<file path="src/rtl/shared_pkg.sv">
// Types and constants shared by the GLB load path.
package shared_pkg;

    localparam int ADDR_WIDTH = 16;
    localparam int DATA_WIDTH = 64;

    // Destination global-buffer bank for a DRAM-to-GLB transfer.
    typedef enum logic [1:0] {
        IFMAP  = 2'd0,
        FILTER = 2'd1,
        BIAS   = 2'd2
    } data_t;

    // Write controller states.
    typedef enum logic [1:0] {
        GLB_LOAD_IDLE = 2'd0,
        GLB_LOAD_LOAD = 2'd1,
        GLB_LOAD_DONE = 2'd2
    } glb_load_state_t;

    // True for the three encodings that name a real bank.
    function automatic logic is_valid_type(input data_t t);
        logic ok;
        case (t)
            IFMAP, FILTER, BIAS: ok = 1'b1;
            default:             ok = 1'b0;
        endcase
        return ok;
    endfunction

endpackage

</file>
<file path="src/rtl/glb_load_ctrl.sv">
// Moves cmd_num_words words from the DRAM input FIFO into the selected GLB bank,
// one word per cycle, with a one-cycle registered write stage after each pop.
module glb_load_ctrl
    import shared_pkg::*;
#(
    parameter int DATA_WIDTH = shared_pkg::DATA_WIDTH,
    parameter int ADDR_WIDTH = shared_pkg::ADDR_WIDTH
) (
    input  logic                  core_clk,
    input  logic                  reset,
    input  logic                  cmd_valid,
    output logic                  cmd_ready,
    input  data_t                 cmd_type,
    input  logic [ADDR_WIDTH-1:0] cmd_base_addr,
    input  logic [ADDR_WIDTH-1:0] cmd_num_words,
    input  logic                  fifo_empty,
    input  logic [DATA_WIDTH-1:0] fifo_dout,
    output logic                  fifo_rd_en,
    output logic                  ifmap_wr_en,
    output logic                  filter_wr_en,
    output logic                  bias_wr_en,
    output logic [ADDR_WIDTH-1:0] glb_wr_addr,
    output logic [DATA_WIDTH-1:0] glb_wr_data,
    output logic                  busy,
    output logic                  done,
    output logic                  type_err,
    output logic [ADDR_WIDTH-1:0] words_done
);

    localparam logic [ADDR_WIDTH-1:0] ONE_W = ADDR_WIDTH'(1);

    glb_load_state_t       state_q,       state_d;
    data_t                 type_q,        type_d;
    logic [ADDR_WIDTH-1:0] base_q,        base_d;
    logic [ADDR_WIDTH-1:0] num_q,         num_d;
    logic [ADDR_WIDTH-1:0] words_done_q,  words_done_d;
    logic                  type_err_q,    type_err_d;
    logic                  ifmap_wr_en_q, ifmap_wr_en_d;
    logic                  filter_wr_en_q, filter_wr_en_d;
    logic                  bias_wr_en_q,  bias_wr_en_d;
    logic [ADDR_WIDTH-1:0] wr_addr_q,     wr_addr_d;
    logic [DATA_WIDTH-1:0] wr_data_q,     wr_data_d;
    logic                  cmd_ready_q,   cmd_ready_d;
    logic                  busy_q,        busy_d;
    logic                  done_q,        done_d;
    logic                  pop_s;
    logic [ADDR_WIDTH-1:0] next_cnt_s;

    // Next-state, command latch, pop decision and write-stage inputs.
    always_comb begin
        state_d        = state_q;
        type_d         = type_q;
        base_d         = base_q;
        num_d          = num_q;
        words_done_d   = words_done_q;
        type_err_d     = type_err_q;
        wr_addr_d      = wr_addr_q;
        wr_data_d      = wr_data_q;
        ifmap_wr_en_d  = 1'b0;
        filter_wr_en_d = 1'b0;
        bias_wr_en_d   = 1'b0;
        pop_s          = 1'b0;
        next_cnt_s     = words_done_q + ONE_W;

        case (state_q)
            GLB_LOAD_IDLE: begin
                if (cmd_valid) begin
                    type_d       = cmd_type;
                    base_d       = cmd_base_addr;
                    num_d        = cmd_num_words;
                    words_done_d = '0;
                    type_err_d   = !is_valid_type(cmd_type);
                    if (cmd_num_words != '0) begin
                        state_d = GLB_LOAD_LOAD;
                    end else begin
                        state_d = GLB_LOAD_DONE;
                    end
                end else begin
                    state_d = GLB_LOAD_IDLE;
                end
            end
            GLB_LOAD_LOAD: begin
                pop_s = !fifo_empty && (words_done_q < num_q);
                if (pop_s) begin
                    words_done_d = next_cnt_s;
                    // Address wraps naturally at the top of the address space.
                    wr_addr_d    = base_q + words_done_q;
                    wr_data_d    = fifo_dout;
                    // An invalid type drains the FIFO without writing any bank.
                    case (type_q)
                        IFMAP:   ifmap_wr_en_d  = 1'b1;
                        FILTER:  filter_wr_en_d = 1'b1;
                        BIAS:    bias_wr_en_d   = 1'b1;
                        default: ifmap_wr_en_d  = 1'b0;
                    endcase
                    if (next_cnt_s == num_q) begin
                        state_d = GLB_LOAD_DONE;
                    end else begin
                        state_d = GLB_LOAD_LOAD;
                    end
                end else begin
                    state_d = GLB_LOAD_LOAD;
                end
            end
            GLB_LOAD_DONE: begin
                state_d = GLB_LOAD_IDLE;
            end
            default: begin
                state_d = GLB_LOAD_IDLE;
            end
        endcase

        cmd_ready_d = (state_d == GLB_LOAD_IDLE);
        busy_d      = (state_d == GLB_LOAD_LOAD);
        done_d      = (state_d == GLB_LOAD_DONE);
    end

    // State, command registers, write stage and status flags.
    always_ff @(posedge core_clk) begin
        if (reset) begin
            state_q        <= GLB_LOAD_IDLE;
            type_q         <= IFMAP;
            base_q         <= '0;
            num_q          <= '0;
            words_done_q   <= '0;
            type_err_q     <= 1'b0;
            ifmap_wr_en_q  <= 1'b0;
            filter_wr_en_q <= 1'b0;
            bias_wr_en_q   <= 1'b0;
            wr_addr_q      <= '0;
            wr_data_q      <= '0;
            cmd_ready_q    <= 1'b1;
            busy_q         <= 1'b0;
            done_q         <= 1'b0;
        end else begin
            state_q        <= state_d;
            type_q         <= type_d;
            base_q         <= base_d;
            num_q          <= num_d;
            words_done_q   <= words_done_d;
            type_err_q     <= type_err_d;
            ifmap_wr_en_q  <= ifmap_wr_en_d;
            filter_wr_en_q <= filter_wr_en_d;
            bias_wr_en_q   <= bias_wr_en_d;
            wr_addr_q      <= wr_addr_d;
            wr_data_q      <= wr_data_d;
            cmd_ready_q    <= cmd_ready_d;
            busy_q         <= busy_d;
            done_q         <= done_d;
        end
    end

    // The pop strobe is suppressed while reset is held so an abort consumes nothing more.
    assign fifo_rd_en   = pop_s && !reset;
    assign cmd_ready    = cmd_ready_q;
    assign busy         = busy_q;
    assign done         = done_q;
    assign type_err     = type_err_q;
    assign words_done   = words_done_q;
    assign ifmap_wr_en  = ifmap_wr_en_q;
    assign filter_wr_en = filter_wr_en_q;
    assign bias_wr_en   = bias_wr_en_q;
    assign glb_wr_addr  = wr_addr_q;
    assign glb_wr_data  = wr_data_q;

endmodule
</file>
<file path="config.mk">
export PLATFORM = sky130hd
export DESIGN_NAME = glb_load_ctrl
export DESIGN_NICKNAME = d
export VERILOG_FILES = /design/src/rtl/shared_pkg.sv /design/src/rtl/glb_load_ctrl.sv
export SDC_FILE = /design/constraint.sdc
export NUM_CORES = 1
export LEC_CHECK = 0
export ABC_AREA = 1
export BUFFER_PORTS_ARGS = -buffer_cell sky130_fd_sc_hd__buf_2
export CORE_MARGIN = 2
export CORE_UTILIZATION = 45
export DETAILED_ROUTE_END_ITERATION = 10
export PLACE_DENSITY = 0.71
export SYNTH_ARGS = -nofsm -noshare
export SYNTH_HDL_FRONTEND = slang
export SYNTH_SLANG_ARGS = --single-unit
</file>
<file path="constraint.sdc">
create_clock -name core_clk -period 2.6 [get_ports core_clk]
set_clock_uncertainty 0.15 [all_clocks]
set_input_delay 0.13 -clock core_clk [delete_from_list [all_inputs] [get_ports core_clk]]
set_output_delay 0.13 -clock core_clk [all_outputs]
set_load 0.01 [all_outputs]
</file>
==> impl_metrics.csv <==
group,metric,value,unit
run_status,outcome,"complete, no violations",
timing,setup-tns-final,0,ns
cts,clk_pin_slew,0.06,ns
cts,cts_tree,"yes",
timing,worst_pin_slew,0.687,ns
timing,finalHoldViolations,0,
logic_synthesis,syn_nets,1063,
critical_path,start_kind,"register",
final_layout,final_common_cell,"nor2_1",
floorplan,num_io_pins,206,
critical_path,crit_arrival,2.59,ns
logic_synthesis,yosysSeqAreaShare,0.422,
timing,finalSetupViolCount,0,
place,place_inst,1298,
logic_synthesis,synth-seq-cells,139,
global_route,grt_max_degree,75,
timing,layout_setup_ws,0.164,ns
final_layout,antenna_cells,0,
place,gp_congestion,0.884,
global_route,use_met3,0.0668,
logic_synthesis,yosys_warnings,0,
cts,clock_path_buffers,2,
drt,drt-initial-drc-count,447,
floorplan,start_util,0.457,
critical_path,rr_worst_depth,14,
critical_path,r2r_start,"words_done[0]",
drt,drc,0,
global_route,grt_first_pass_wirelength,34.0,mm
logic_synthesis,synth_ff_type,"dfxtp_1",
flow_run,maxCapViolations,0,
worst_hold_path,min_path_cells,5,
cts,clk_latency,0.42,ns
floorplan,rows,44,
cts,htree_num_levels,4,
place,dpl.hpwl,13.5,mm
timing,rsz0062_at_grt,"no",
place,port_buffers,205,
worst_hold_path,hp-class,"in -> reg",
drt,num_vias,7280,
logic_synthesis,ys_types,34,
floorplan,die_w,125,microns
cts,numCtsBuffers,17,
drt,antenna_left,0,
final_layout,final_cell_mix,"nor2_1, buf_2, nand2_1, dfxtp_1, o21ai_0",
critical_path,path_class,"reg -> reg",
floorplan,core-area,0.0144,sq mm
global_route,grt.overflow.total,0,
global_route,antenna_found_initial,0,
pwr,power_leakage,0.00473,uW
logic_synthesis,netlist_area,0.00659,sq mm
global_route,met2_usage,0.463,
global_route,grtUsageTotal,0.265,
pwr,max-vdd-ir-drop,0.449,mV
final_layout,instances_no_fill,1434,
critical_path,startpoint,"words_done[0]",
global_route,use_met1,0.316,
final_layout,drive_above_1_share,0.229,
global_route,busiest_layer,"met2",
cts,cts_root_buf,"clkbuf_16",
timing,layout_min_cycle_time,2.44,ns
floorplan,die_height,125,microns
cts,cts.sinks,139,
timing,fmax,0.410,GHz
final_layout,area_growth,45.2,%
critical_path,crit_path_end_kind,"register",
global_route,grt_pass1_vias,7153,
worst_hold_path,hold_start,"fifo_empty",
timing,slew_violations,0,
timing,slew_headroom,0.541,
logic_synthesis,synth_area_per_cell,7.10,sq um
logic_synthesis,synth_edf_count,0,
drt,wl_per_cell,14.6,microns
timing,finalCritPeriodShare,0.937,
drt,dr.pass1.iters,5,
critical_path,cp_max_fo,37,
logic_synthesis,synthCells,928,
drt,vias_per_cell,5.08,
logic_synthesis,async_flop_share,0,
floorplan,die_area,0.0156,sq mm
drt,routed_wl,21.0,mm
critical_path,cp.required,2.75,ns
final_layout,nets,1372,
pwr,p_per_area,639,mW/mm^2
place,pre_cts_ws,0.154,ns
==> power by group <==
| part | switching [uW] | internal (uW) |
|---|---|---|
| Sequential | 110 | 2320 |
| Combinational | 749 | 579 |
| Clock | 999 | 1360 |
==> synth_stat cells, types with 4 or more instances <==
master	number	area share
nor2_1	225	0.13
clkbuf_1	35	0.020
nand4_1	10	0.0095
nand3_1	46	0.035
nor3_1	5	0.0038
xnor2_1	12	0.016
nand2_1	150	0.085
dfxtp_1	139	0.42
a21oi_1	60	0.046
ha_1	32	0.061
nor2_2	4	0.0038
xor2_1	4	0.0053
nor4_1	4	0.0038
nor2_4	4	0.0068
nand3b_1	4	0.0046
inv_1	47	0.027
o21ai_0	120	0.091
buf_2	5	0.0038
==> routing by layer <==
metal	part of all wire	wire length (microns)
met1	0.41	8630
met2	0.50	10500
met3	0.067	1400
met4	0.023	479
met5	0	0
==> logic make-up after synthesis <==
| family | share of synthesized area |
|---|---|
| AO/OA/AOI/OAI | 0.147 |
| XOR/XNOR | 0.0247 |
| adder cells (fa/ha/maj) | 0.0638 |
| buffers and inverters | 0.0532 |
| flip-flops | 0.422 |
| AND/OR/NAND/NOR | 0.289 |
==> per-stage QoR <==
step / hold WS, ns / total power (uW) / util / cell area [sq um]
floorplan: 0.115 / 3160 / - / 6590
global placement: 0.199 / 3610 / 0.549 / 7910
detailed placement: 0.207 / 3620 / 0.549 / 7910
CTS: 0.122 / 6100 / 0.660 / 9520
global route: 0.0671 / 6410 / 0.663 / 9570
finish: 0.0666 / 6120 / 0.663 / 9570
==> sequential cells by signal (all words and copies together) (netlist names) <==
| name | count |
|---|---|
| glb_wr_addr | 16 |
| done | 1 |
| filter_wr_en | 1 |
| ifmap_wr_en | 1 |
| words_done | 16 |
| num_q | 16 |
| cmd_ready | 1 |
| type_q | 2 |
| glb_wr_data | 64 |
| state_q | 2 |
| bias_wr_en | 1 |
| base_q | 16 |
| busy | 1 |
| type_err | 1 |
==> worst max-delay path, stage by stage, from the launching register on <==
cell	delay [ns]
dfxtp_1	0.45
inv_2	0.10
ha_1	0.20
inv_1	0.06
a21oi_2	0.05
o21ai_1	0.15
nand2_1	0.07
nand3_1	0.07
nand2_1	0.05
nand3b_1	0.16
nor2_4	0.06
buf_4	0.19
buf_16	0.18
o21ai_0	0.26
nor2_1	0.10
==> area by class of cell <==
class / instances / area (sq um)
Fill cell: 1249 / 4860
Multi-Input combinational cell: 698 / 3480
Sequential cell: 139 / 2790
Timing Repair Buffer: 333 / 2320
Clock buffer: 19 / 443
Tap cell: 184 / 230
Inverter: 48 / 180
Clock inverter: 13 / 133
==> path summary, 6_finish.rpt <==
check                     to  slack [ns]
min               bias_wr_en        0.07
max          glb_wr_data[19]        0.16
min reg2reg      ifmap_wr_en        0.27
max reg2reg  glb_wr_data[19]        0.16
==> repair_timing <==
| item | 4_1_cts | 5_1_grt |
|---|---|---|
| hold buffers | 102 | 0 |
| endpoints found under the setup margin | 1 | 14 |
| setup buffers | 1 | 0 |
| pin swaps | 1 | 2 |
| gates resized for setup | 1 | 9 |
| endpoints found under the hold margin | 106 | 0 |
| cloned | 0 | 1 |
Power figures use the tool's default switching activity.
